===== config.mk =====
export PLATFORM = sky130hd
export DESIGN_NAME = capture_timer
export DESIGN_NICKNAME = d
export VERILOG_FILES = /design/src/rtl/capture_pkg.sv /design/src/rtl/capture_edge_detect.sv /design/src/rtl/capture_timer.sv
export SDC_FILE = /design/constraint.sdc
export NUM_CORES = 1
export LEC_CHECK = 0
export ABC_AREA = 1
export CORE_MARGIN = 3
export CORE_UTILIZATION = 54
export DETAILED_ROUTE_END_ITERATION = 10
export PLACE_DENSITY = 0.84
export SETUP_SLACK_MARGIN = 0.5
export SLEW_MARGIN = 15
export SYNTH_ARGS = -nofsm -noshare
export SYNTH_HDL_FRONTEND = slang
export SYNTH_HIERARCHICAL = 1
export SYNTH_SLANG_ARGS = --single-unit
export TNS_END_PERCENT = 1

===== constraint.sdc =====
create_clock -name clk -period 2.1 [get_ports clk]
set_input_delay 0.21 -clock clk [delete_from_list [all_inputs] [get_ports clk]]
set_output_delay 0.21 -clock clk [all_outputs]
set_load 0.005 [all_outputs]

===== src/rtl/capture_pkg.sv =====
// capture_pkg: register offsets, register/status layouts and address decode for capture_timer
package capture_pkg;
  localparam logic [11:0] CAPTURE_CR_OFFSET   = 12'h000;
  localparam logic [11:0] CAPTURE_SR_OFFSET   = 12'h004;
  localparam logic [11:0] CAPTURE_CNTR_OFFSET = 12'h008;
  localparam logic [11:0] CAPTURE_CAPR_OFFSET = 12'h00C;
  typedef enum logic [2:0] {CR, SR, CNTR, CAPR, NONE} capture_reg_t;
  typedef enum logic [1:0] {EDGE_NONE, EDGE_RISE, EDGE_FALL, EDGE_BOTH} capture_edge_t;
  typedef struct packed {
    logic          clr;
    logic          ie;
    capture_edge_t edge_sel;
    logic          en;
  } capture_cr_t;
  typedef struct packed {
    logic wrap;
    logic ovr;
    logic cap;
  } capture_sr_t;
  function automatic capture_reg_t reg_decode(input logic [11:0] addr);
    return addr == CAPTURE_CR_OFFSET   ? CR   :
           addr == CAPTURE_SR_OFFSET   ? SR   :
           addr == CAPTURE_CNTR_OFFSET ? CNTR :
           addr == CAPTURE_CAPR_OFFSET ? CAPR : NONE;
  endfunction
endpackage


===== src/rtl/capture_edge_detect.sv =====
// capture_edge_detect: cap_in synchronizer, optional stability filter (CAPTURE_TIMER_FILTER_EN), rise/fall pulses
module capture_edge_detect #(
  parameter int SYNC_STAGES = 2,
  parameter int FILTER_LEN  = 4
) (
  input  logic clk,
  input  logic rst,
  input  logic cap_in,
  output logic rise,
  output logic fall
);
  logic [SYNC_STAGES-1:0] sync;
  logic level;
  logic prev;
  if (SYNC_STAGES < 2 || FILTER_LEN < 1) begin : g_bad_param
    $error("capture_edge_detect: SYNC_STAGES >= 2 and FILTER_LEN >= 1 required");
  end
  always_ff @(posedge clk) begin
    sync <= rst ? '0 : {sync[SYNC_STAGES-2:0], cap_in};
    prev <= rst ? 1'b0 : level;
  end
`ifdef CAPTURE_TIMER_FILTER_EN
  localparam int CW = $clog2(FILTER_LEN + 1);
  logic [CW-1:0] cnt;
  // level follows the synced pin only after FILTER_LEN consecutive disagreeing samples
  always_ff @(posedge clk) begin
    if (rst) begin
      cnt   <= '0;
      level <= 1'b0;
    end else if (sync[SYNC_STAGES-1] == level) begin
      cnt <= '0;
    end else if (cnt == CW'(FILTER_LEN - 1)) begin
      cnt   <= '0;
      level <= sync[SYNC_STAGES-1];
    end else begin
      cnt <= cnt + 1'b1;
    end
  end
`else
  assign level = sync[SYNC_STAGES-1];
`endif
  assign rise = level & ~prev;
  assign fall = ~level & prev;
endmodule


===== src/rtl/capture_timer.sv =====
// capture_timer: bus-mapped input capture; optional pin stability filter via CAPTURE_TIMER_FILTER_EN
module capture_timer
  import capture_pkg::*;
#(
  parameter int SYNC_STAGES = 2,
  parameter int FILTER_LEN  = 4
) (
  input  logic        clk,
  input  logic        rst,
  input  logic        bus_req,
  input  logic        bus_we,
  input  logic [11:0] bus_addr,
  input  logic [31:0] bus_wdata,
  output logic [31:0] bus_rdata,
  output logic        bus_rvalid,
  input  logic        cap_in,
  output logic        irq
);
  capture_cr_t  cr;
  capture_sr_t  sr;
  capture_reg_t sel;
  logic [31:0]  cntr;
  logic [31:0]  capr;
  logic [31:0]  rdata_d;
  logic [2:0]   w1c;
  logic         rise, fall, evt, wr, rd, clr, cntr_wr, cap_rd, wrap_evt;
  capture_edge_detect #(
    .SYNC_STAGES(SYNC_STAGES),
    .FILTER_LEN (FILTER_LEN)
  ) u_edge (
    .clk   (clk),
    .rst   (rst),
    .cap_in(cap_in),
    .rise  (rise),
    .fall  (fall)
  );
  always_comb begin
    sel      = reg_decode(bus_addr);
    wr       = bus_req & bus_we;
    rd       = bus_req & ~bus_we;
    clr      = wr && sel == CR && bus_wdata[4];
    cntr_wr  = wr && sel == CNTR;
    cap_rd   = rd && sel == CAPR;
    w1c      = (wr && sel == SR) ? bus_wdata[2:0] : 3'b0;
    evt      = cr.en && ((rise && cr.edge_sel[0]) || (fall && cr.edge_sel[1]));
    wrap_evt = cr.en && !clr && !cntr_wr && &cntr;
    rdata_d  = sel == CR   ? {27'b0, cr} :
               sel == SR   ? {29'b0, sr} :
               sel == CNTR ? cntr :
               sel == CAPR ? capr : 32'b0;
  end
  always_ff @(posedge clk) begin
    if (rst) begin
      cr         <= '0;
      sr         <= '0;
      cntr       <= '0;
      capr       <= '0;
      irq        <= 1'b0;
      bus_rdata  <= '0;
      bus_rvalid <= 1'b0;
    end else begin
      bus_rvalid <= bus_req;
      bus_rdata  <= rd ? rdata_d : 32'b0;
      irq        <= cr.ie & (sr.cap | sr.ovr);
      if (wr && sel == CR) cr <= capture_cr_t'({1'b0, bus_wdata[3:0]});
      cntr <= clr ? 32'b0 : cntr_wr ? bus_wdata : cr.en ? cntr + 32'd1 : cntr;
      // the timestamp is the count of the detect cycle, before any write or increment lands
      if (evt) capr <= cntr;
      sr.cap  <= evt | (sr.cap & ~cap_rd & ~w1c[0]);
      sr.ovr  <= (evt & sr.cap) | (sr.ovr & ~w1c[1]);
      sr.wrap <= wrap_evt | (sr.wrap & ~w1c[2]);
    end
  end
endmodule


# Word-level counts from Yosys, hierarchy flattened
# Index checks and enable logic that the tools add are counted.
op_classes:
  n_eq_ne: 6
  n_bitwise: 22
  addsub: 1
  muxes: 11
  reduce_logical: 21
op_table:
  columns: ["op", "count"]
  rows:
  - ["2-to-1 mux 32 bit", 4]
  - ["adder 32 x 1 -> 32 bit, second input constant", 1]
  - ["AND reduction 32 bit", 1]
  - ["== test 12 x 4 -> 1 bit, second input constant", 2]
  - ["2-to-1 mux 3 bit", 5]
  - ["== test 12 x 3 -> 1 bit, second input constant", 1]
  - ["zero test 12 bit", 1]
  - ["logical AND 1 bit", 11]
  - ["AND 1 bit", 10]
  - ["2-to-1 mux 4 bit", 2]
  - ["inverter 1 bit", 8]
  - ["== test 3 x 2 -> 1 bit, second input constant", 2]
  - ["OR 1 bit", 4]
  - ["OR reduction 2 bit", 2]
  - ["OR reduction 4 bit", 1]
  - ["== test 3 x 1 -> 1 bit, second input constant", 1]
  - ["zero test 3 bit", 1]
  - ["zero test 1 bit", 2]
  - ["nonzero test 2 bit", 1]
  - ["logical OR 1 bit", 1]
totals:
  regBits: 108
  in_bits: 49
  word_cells: 76
  output_inout_bits: 34

# Logic depth before layout (Yosys ltp)
# Gate-level depths: netlist of run 1.
logic_depth:
  ltp_word: 13
  mapped_depth: 11
  depth_no_buf: 10

# By module
# Netlist of run 1, hierarchy kept.
by_module_without_submodules:
  columns: ["mod", "seq_area_each_um2", "cells_per_inst", "instances", "area_per_inst_um2"]
  rows:
  - ["capture_timer", 2102.0, 778, 1, 5210.0]
  - ["capture_edge_detect", 60.1, 12, 1, 93.8]

# Worst setup path after synthesis of run 1
# OpenSTA, ideal clock, no wires.
synth_timing:
  path_kind: "register to register"
  from: "register cntr[0]"
  to: "register cntr[22]"
  path_buffers: 0
  setup_ns: 0.109
  slack_ns: 0.527
  t_arrival_ns: 1.464
  required_ns: 1.991
  stages_incl_launch_ff: 11
  path_cell_list: "dfxtp_1 > ha_1 > nand3_1 > nor2_1 > nand3_1 > nor2_2 > nand3_1 > nand2_1 > nand3_1 > nand2_1 > inv_1"
synth_between:
  elab_chain_cells: 3
synth_rtl:
  columns: ["item", "line", "rtl"]
  rows:
  - ["start, declared", "capture_timer.sv:22", "logic [31:0] cntr;"]
  - ["start signal, assigned", "capture_timer.sv:66", "cntr <= clr ? 32'b0 : cntr_wr ? bus_wdata : cr.en ? cntr + 32'd1 : cntr;"]
  - ["adder 32 x 1 -> 32 bit", "capture_timer.sv:66", null]
  - ["2-to-1 mux 32 bit (2 in series)", "capture_timer.sv:66", null]
# No other way between the ends. The select of a mux whose other input is x is not followed.
# A chain may end at the register's enable or synchronous reset.

# Worst setup path after layout of run 1
layout_timing:
  from: "register cntr[4]"
  to: "register cntr[30]"
# Same word-level chain as after synthesis.

==> impl_results.md, run 1 <==
* Initial Utilization at between 50 and 60%
* Number of synthesis warnings at 6
* Floorplan core area at 9370 sq um
* Antenna diode instance count at 0
* Std-Cell Rows at 35
* Overall global routing resource usage at between 20% and 30%
* Largest stage delay on the critical path at just over 0.4 ns
* Number of endpoints failing setup at the final stage at 0
* Standby leakage power at about 0.0025 uW
* Later-pin clock latency in the skew report at roughly 0.37 ns
* Most common cell type on the critical path: sky130_fd_sc_hd__nand2_1
* Critical Path End Type: register
* Vias in the first global route at about 5400
* CTS tree: done
* Number of top-level pins at 83
* Total buffers and inverters traversed by the critical path at 0
* Area of the die at between 10000 and 15000 sq um
* Port Buffer Count at between 80 and 90
* Vias after detailed routing at between 5000 and 6000
* Routed wire per std cell at around 17 um
* Worst Path Class, Setup: register to register
* Result of the run: complete, no violations
* Register-to-register setup slack at 0.47 ns
* Slew margin rel. at approximately three quarters
* Residual antenna-violating net count after detailed routing at 0
* RSZ-0062 raised after global routing: true
* Number of hold violations in the final report at 0
* Slew of the pin with the lowest slew margin at ~0.38 ns
* Count of flip-flops with a built-in enable after synthesis at 0
* Number of storage elements in the synthesis netlist at ~110
* Worst clock skew at about 0.020 ns
* TritonCTS sink count at 108
* Type of element launching the critical path: register
* Path depth of the worst reg2reg path at 9
* Proportion of netlist area held by the largest area contributor at between 40% and 50%
* Overall die height at 105 um
* Max Root-Sink Buffers at 2
* Cell area after technology mapping at roughly 5300 sq um
* Min-delay worst type: input pin to register
* Detailed-placement wirelength estimate at 11.6 mm
* Power density over cell area at roughly 520 nW/um^2
* Clock input transition at the sequential cells of the worst setup and hold paths at roughly 0.11 ns
* Most frequent cell after synthesis: sky130_fd_sc_hd__nand2_1
* Cell-by-cell listing of the critical path: nand2_1, nor2_1, nand2_1, nor2_2, nand2_1, nand2_1, nand3_1, nand2_1, a21oi_1
* Initial DRT Pass Iterations at 7
* Largest area contributor in the netlist: sky130_fd_sc_hd__dfxtp_1
* Cell at the root of the clock tree: sky130_fd_sc_hd__clkbuf_8
* Final worst path period need at approximately 1.6 ns
* Pin count of the biggest net entering global routing at 50
* Worst Path Arrival at ~1.9 ns
* Number of CTS-inserted buffers at 9
* Top_reg_cell synth: sky130_fd_sc_hd__dfxtp_1
* Area growth, synth to finish at 29.5%
* Final weighted congestion in routability-driven placement at between 0.9 and 1
* # Max-Cap Violations at 0
* Vias per std cell at ~5.7
* Count of cell instances traversed by the critical path at 9
* Crit path from: cntr[4]$_SDFFE_PP0P_
* Critical Path Sink: cntr[30]$_SDFFE_PP0P_
* Post-Syn Instances at around 800
* Post-detailed-route DRC marker count at 0
* GRT overflow at 0
* Post-layout power at ~3600 uW
* Worst EP required at roughly 2.4 ns
* Syn_nets at 840
* Layout cell share with drive strength beyond 1 at between 10% and 20%
* Nets at around 940
* Starting DRT DRC Count at 540
* Final Max Slew Viols at 0
* TNS Setup at 0 ns
* Worst reg2reg startpoint: cntr[4]$_SDFFE_PP0P_
* Critical Path Slowest Stage Cell: sky130_fd_sc_hd__dfxtp_2
* Highest achievable clock rate at roughly 620 MHz
* Chip Width at between 100 and 150 um
* First-pass GRT wire length at roughly 26 mm
* Sequential element share of the synthesized area at around two fifths
* VDD IR max at 0.422 mV
* Cells taking the most area after synthesis: sky130_fd_sc_hd__dfxtp_1, sky130_fd_sc_hd__nand2_1, sky130_fd_sc_hd__a21oi_1
* Wire length after detailed routing at between 15 and 20 mm
* Count of H-tree levels built during CTS at 3
* Number of antenna violations at the first check in global routing at 0
* Syn avg cell area at 6.71 sq um
* Family with the most delay on the worst path: simple AND/OR/NAND/NOR gates
* Endpoint of the most critical register-to-register path: cntr[30]$_SDFFE_PP0P_
* Maximum fanout count along the critical path at 6
* Commonest cells post-synth: sky130_fd_sc_hd__nand2_1, sky130_fd_sc_hd__dfxtp_1, sky130_fd_sc_hd__nor2_1
* Final Core Density at around three quarters
* Fraction of the cycle the final worst path needs at about 77%
* Count of distinct cell types in the synthesized netlist at 33
* Async S/R FF share, synth at 0%
==> timing repair <==
item | in CTS | in global routing
setup endpoints to repair | 36 | 90
pin swaps | 0 | 17
gates cloned | 0 | 2
hold buffers | 0 | 0
setup buffers | 2 | 12
resized for setup | 22 | 38
==> area by class of cell <==
type	instances	area [sq um]
Sequential cell	108	2180
Inverter	78	305
Clock buffer	10	138
Timing Repair Buffer	126	1260
Multi-Input combinational cell	563	2760
Fill cell	773	2500
Tap cell	129	161
Clock inverter	6	68.8
==> flip-flops by register name, summed over array words and instances (netlist names) <==
name,cells
cr,4
bus_rvalid,1
cntr,32
irq,1
bus_rdata,32
capr,32
u_edge/sync,2
sr,3
u_edge/prev,1
==> cells in the final DEF (no fill, tap or decap), types with 2 or more instances in the layout <==
master and n:
sky130_fd_sc_hd__nand2_2 4, sky130_fd_sc_hd__or2_0 4, sky130_fd_sc_hd__buf_6 2, sky130_fd_sc_hd__o21ai_0 60, sky130_fd_sc_hd__clkdlybuf4s50_1 82, sky130_fd_sc_hd__inv_6 3
sky130_fd_sc_hd__nor2_1 89, sky130_fd_sc_hd__clkbuf_8 11, sky130_fd_sc_hd__o211ai_1 8, sky130_fd_sc_hd__inv_1 73, sky130_fd_sc_hd__buf_12 4, sky130_fd_sc_hd__dfxtp_4 3
sky130_fd_sc_hd__clkbuf_16 2, sky130_fd_sc_hd__nand2_1 178, sky130_fd_sc_hd__o211ai_2 2, sky130_fd_sc_hd__nor2_2 10, sky130_fd_sc_hd__dfxtp_1 97, sky130_fd_sc_hd__nand3_4 3
sky130_fd_sc_hd__nor2_4 12, sky130_fd_sc_hd__clkinvlp_4 3, sky130_fd_sc_hd__a31oi_1 2, sky130_fd_sc_hd__nand4_1 18, sky130_fd_sc_hd__xnor2_1 2, sky130_fd_sc_hd__dfxtp_2 8
sky130_fd_sc_hd__nor3_1 5, sky130_fd_sc_hd__nor3_2 2, sky130_fd_sc_hd__buf_4 34, sky130_fd_sc_hd__nand3b_1 3, sky130_fd_sc_hd__inv_2 2, sky130_fd_sc_hd__o221ai_1 2
sky130_fd_sc_hd__a21oi_1 79, sky130_fd_sc_hd__nand3_1 71
==> metal layers <==
metal	vias up	routed length (um)	part of all wire [%]	global-route usage (%)
li1	2761	-	-	-
met1	2722	6960	40	39.5
met2	319	8170	48	47.9
met3	57	1540	9.0	4.57
met4	0	522	3.0	10.3
met5	-	0	0	0
==> cells by family after synthesis <==
family                     Yosys count  share of synthesized area (%)
DFF                                108                           40.8
AOI/OAI and AO/OA                  155                           15.6
buffers and inverters              119                           9.72
and+or+nand+nor                    404                           33.2
adders and majority gates            1                          0.236
xor gates and xnor gates             3                          0.495
==> report_power, final <==
part           internal (uW)  total, uW  switching (uW)
combinational            108        201            92.7
sequential              2050       2050            1.16
clock                    594       1340             745
==> per-stage QoR <==
stage | setup WS, ns | area (sq um) | std cells | hold WS, ns
2_1_floorplan | 0.527 | 5300 | 790 | 0.279
3_3_place_gp | 0.0954 | 6290 | 988 | 0.400
3_5_place_dp | 0.0257 | 6290 | 988 | 0.401
4_1_cts | 0.481 | 6600 | 1006 | 0.355
5_1_grt | 0.358 | 6870 | 1020 | 0.364
6_report | 0.474 | 6870 | 1020 | 0.362
==> worst min-delay path by stage <==
stage	from	end	slack [ns]	cells after the start
floorplan	rst	sr[0]$_SDFF_PP0_	0.28	1
global placement	u_edge/sync[0]$_SDFF_PP0_	u_edge/sync[1]$_SDFF_PP0_	0.40	2
detailed placement	u_edge/sync[0]$_SDFF_PP0_	u_edge/sync[1]$_SDFF_PP0_	0.40	2
CTS	cap_in	u_edge/sync[0]$_SDFF_PP0_	0.35	3
global route	cap_in	u_edge/sync[0]$_SDFF_PP0_	0.36	3
finish	cap_in	u_edge/sync[0]$_SDFF_PP0_	0.36	3
==> tightest hold or removal path: stages <==
cell and delay [ns]:
sky130_fd_sc_hd__clkdlybuf4s50_1 0.40, sky130_fd_sc_hd__inv_1 0.05, sky130_fd_sc_hd__nor2_1 0.03
Power figures use the tool's default switching activity.
==> run 2: changes to the inputs <==
- clock period: 2.1 -> 1.6 ns (I/O delays scaled with it)
==> run 2 against run 1 <==
Compared with the run above: sequential share of layout area decreased by 1.2 points; clock power increased by 24%; utilization increased by 3.2 points; die area unchanged; cell area increased by 4.4%; setup slack got worse by 0.43 ns; wire length increased by 0.35%; sequential cell count unchanged; critical path type unchanged; critical endpoint is now cntr[21]$_SDFFE_PP0P_; largest power group unchanged.
==> impl_results.md, run 2 (synthesis results as in run 1) <==
* Path depth of the worst reg2reg path at 9
* Cell at the root of the clock tree: sky130_fd_sc_hd__clkbuf_8
* Highest achievable clock rate at 643 MHz
* Area growth, synth to finish at 35.2%
* Worst clock skew at between 0.015 and 0.02 ns
* Standby leakage power at between 0.002 and 0.003 uW
* # Max-Cap Violations at 0
* Later-pin clock latency in the skew report at 0.39 ns
* Worst reg2reg startpoint: cntr[4]$_SDFFE_PP0P_
* Result of the run: complete, no violations
* Std-Cell Rows at 35
* Global-route track usage on met1 at around two fifths
* TNS Setup at 0 ns
* Clock input transition at the sequential cells of the worst setup and hold paths at approximately 0.11 ns
* Min-delay worst type: input pin to register
* Number of cells traversed by the worst hold path at 3
* Port Buffer Count at 82
* Final weighted congestion in routability-driven placement at 0.983
* Worst EP required at 1.89 ns
* Endpoint of the most critical register-to-register path: cntr[21]$_SDFFE_PP0P_
* Vias per std cell at about 5.6
* Layer carrying the most global-route usage: met2
* Final worst path period need at about 1.6 ns
* Power density over cell area at 644 nW/um^2
* Antenna diode instance count at 0
* Pin count of the biggest net entering global routing at 29
* Slew of the pin with the lowest slew margin at approximately 0.29 ns
* Wire length after detailed routing at approximately 17 mm
* Floorplan core area at approximately 9400 sq um
* Count of H-tree levels built during CTS at 3
* Slew margin rel. at between 80% and 90%
* Hold EP: u_edge/sync[0]$_SDFF_PP0_
* Vias after detailed routing at 6005
* Launch point of the worst hold path: cap_in
* CTS tree: done
* Placed cell areas at roughly 6800 sq um
* Area of all placed cells without fillers at slightly above 7000 sq um
* Area of the die at 11000 sq um
* VDD IR max at approximately 0.36 mV
* Fraction of the cycle the final worst path needs at between 90% and 100%
* Most common cell after layout, fill and taps aside: sky130_fd_sc_hd__nand2_1
* Commonest non-fill, non-tap cells in the layout: sky130_fd_sc_hd__nand2_1, sky130_fd_sc_hd__dfxtp_1, sky130_fd_sc_hd__nor2_1, sky130_fd_sc_hd__clkdlybuf4s50_1, sky130_fd_sc_hd__buf_4
* Overall die height at 105 um
* Chip Width at about 110 um
* CTS Hold Bufs at 0
* Maximum fanout count along the critical path at 5
* Overall global routing resource usage at a little over 30%
* Worst Path Class, Setup: register to register
* Layout cell share with drive strength beyond 1 at 17.3%
* Number of top-level pins at 83
* Largest regs: bus_rdata x32, capr x32, cntr x32
* Number of endpoints failing setup at the final stage at 0
* Met3 Use GR at 6.18%
* Vias in the first global route at 5830
* Post-detailed-route DRC marker count at 0
* Residual antenna-violating net count after detailed routing at 0
* Critical Path End Type: register
* Worst Path Arrival at about 1.8 ns
* Starting DRT DRC Count at ~520
* Number of hold violations in the final report at 0
* Initial DRT Pass Iterations at 6
* GRT overflow at 0
* Type of element launching the critical path: register
* Initial Utilization at 56.6%
* First-pass GRT wire length at 28.0 mm
* Nets at approximately 980
* RSZ-0062 raised after global routing: true
* Final Max Slew Viols at 0
* Max Root-Sink Buffers at 2
* Number of CTS-inserted buffers at 9
* Register-to-register setup slack at 0.04 ns
* Number of antenna violations at the first check in global routing at 0
* TritonCTS sink count at approximately 110
* Detailed-placement wirelength estimate at around 12 mm
* GR Util met2 at 50.3%
* Routed wire per std cell at around 16 um
run 2: per-layer routing:
| metal | up-vias | wire length [um] |
|---|---|---|
| li1 | 2857 | - |
| met1 | 2749 | 7090 |
| met2 | 332 | 8020 |
| met3 | 67 | 1470 |
| met4 | 0 | 687 |
| met5 | - | 0 |
run 2: where the power goes:
group	internal (uW)	switching, uW	total, uW
sequential	2680	2.16	2680
clock	634	1030	1660
combinational	150	121	272
run 2: worst max path at each step:
stage                               from                    end  slack, ns  cells past startpoint
floorplan           cntr[2]$_SDFFE_PP0P_  cntr[21]$_SDFFE_PP0P_       0.23                     10
global placement             bus_addr[1]   cntr[6]$_SDFFE_PP0P_      -0.17                      9
detailed placement           bus_addr[1]   cntr[6]$_SDFFE_PP0P_      -0.21                      9
CTS                 cntr[0]$_SDFFE_PP0P_  cntr[18]$_SDFFE_PP0P_       0.11                      8
global route        cntr[4]$_SDFFE_PP0P_  cntr[15]$_SDFFE_PP0P_      -0.05                      9
finish              cntr[4]$_SDFFE_PP0P_  cntr[21]$_SDFFE_PP0P_       0.04                      9
run 2: cell type report:
| cell class | instances | area [sq um] |
|---|---|---|
| tap | 129 | 161 |
| clock inverter | 5 | 46.3 |
| inverter | 78 | 294 |
| clock buffer | 11 | 141 |
| fill | 744 | 2200 |
| multi-input combinational | 563 | 2770 |
| sequential | 108 | 2190 |
| timing repair buffer | 172 | 1570 |
run 2: what timing repair did:
action | CTS | global route
endpoints found under the hold margin | 0 | 0
setup buffers | 6 | 6
resized for setup | 12 | 33
cloned | 0 | 0
setup endpoints to repair | 137 | 137
pin swaps | 6 | 13
run 2: through the flow:
| stage | total power, uW | util, % | hold WS, ns | setup slack (ns) | std cells |
|---|---|---|---|---|---|
| 3_3_place_gp | 3010 | 72.2 | 0.391 | -0.170 | 1038 |
| 3_5_place_dp | 3020 | 72.2 | 0.413 | -0.211 | 1038 |
| 5_1_grt | 4740 | 76.5 | 0.330 | -0.0490 | 1066 |
| 6_report | 4620 | 76.5 | 0.303 | 0.0446 | 1066 |
| 4_1_cts | 4610 | 75.1 | 0.293 | 0.109 | 1060 |
| 2_1_floorplan | 2830 | - | 0.229 | 0.235 | 790 |
run 2: worst max-delay path, cell delays in order (launching register included):
cell                      delay (ns)
sky130_fd_sc_hd__dfxtp_4        0.41
sky130_fd_sc_hd__nand2_4        0.07
sky130_fd_sc_hd__nor2_4         0.21
sky130_fd_sc_hd__nand3_4        0.12
sky130_fd_sc_hd__nor2_4         0.16
sky130_fd_sc_hd__nand2_2        0.09
sky130_fd_sc_hd__nor2_4         0.13
sky130_fd_sc_hd__nand2_1        0.10
sky130_fd_sc_hd__nor2_1         0.11
sky130_fd_sc_hd__nor2_1         0.06
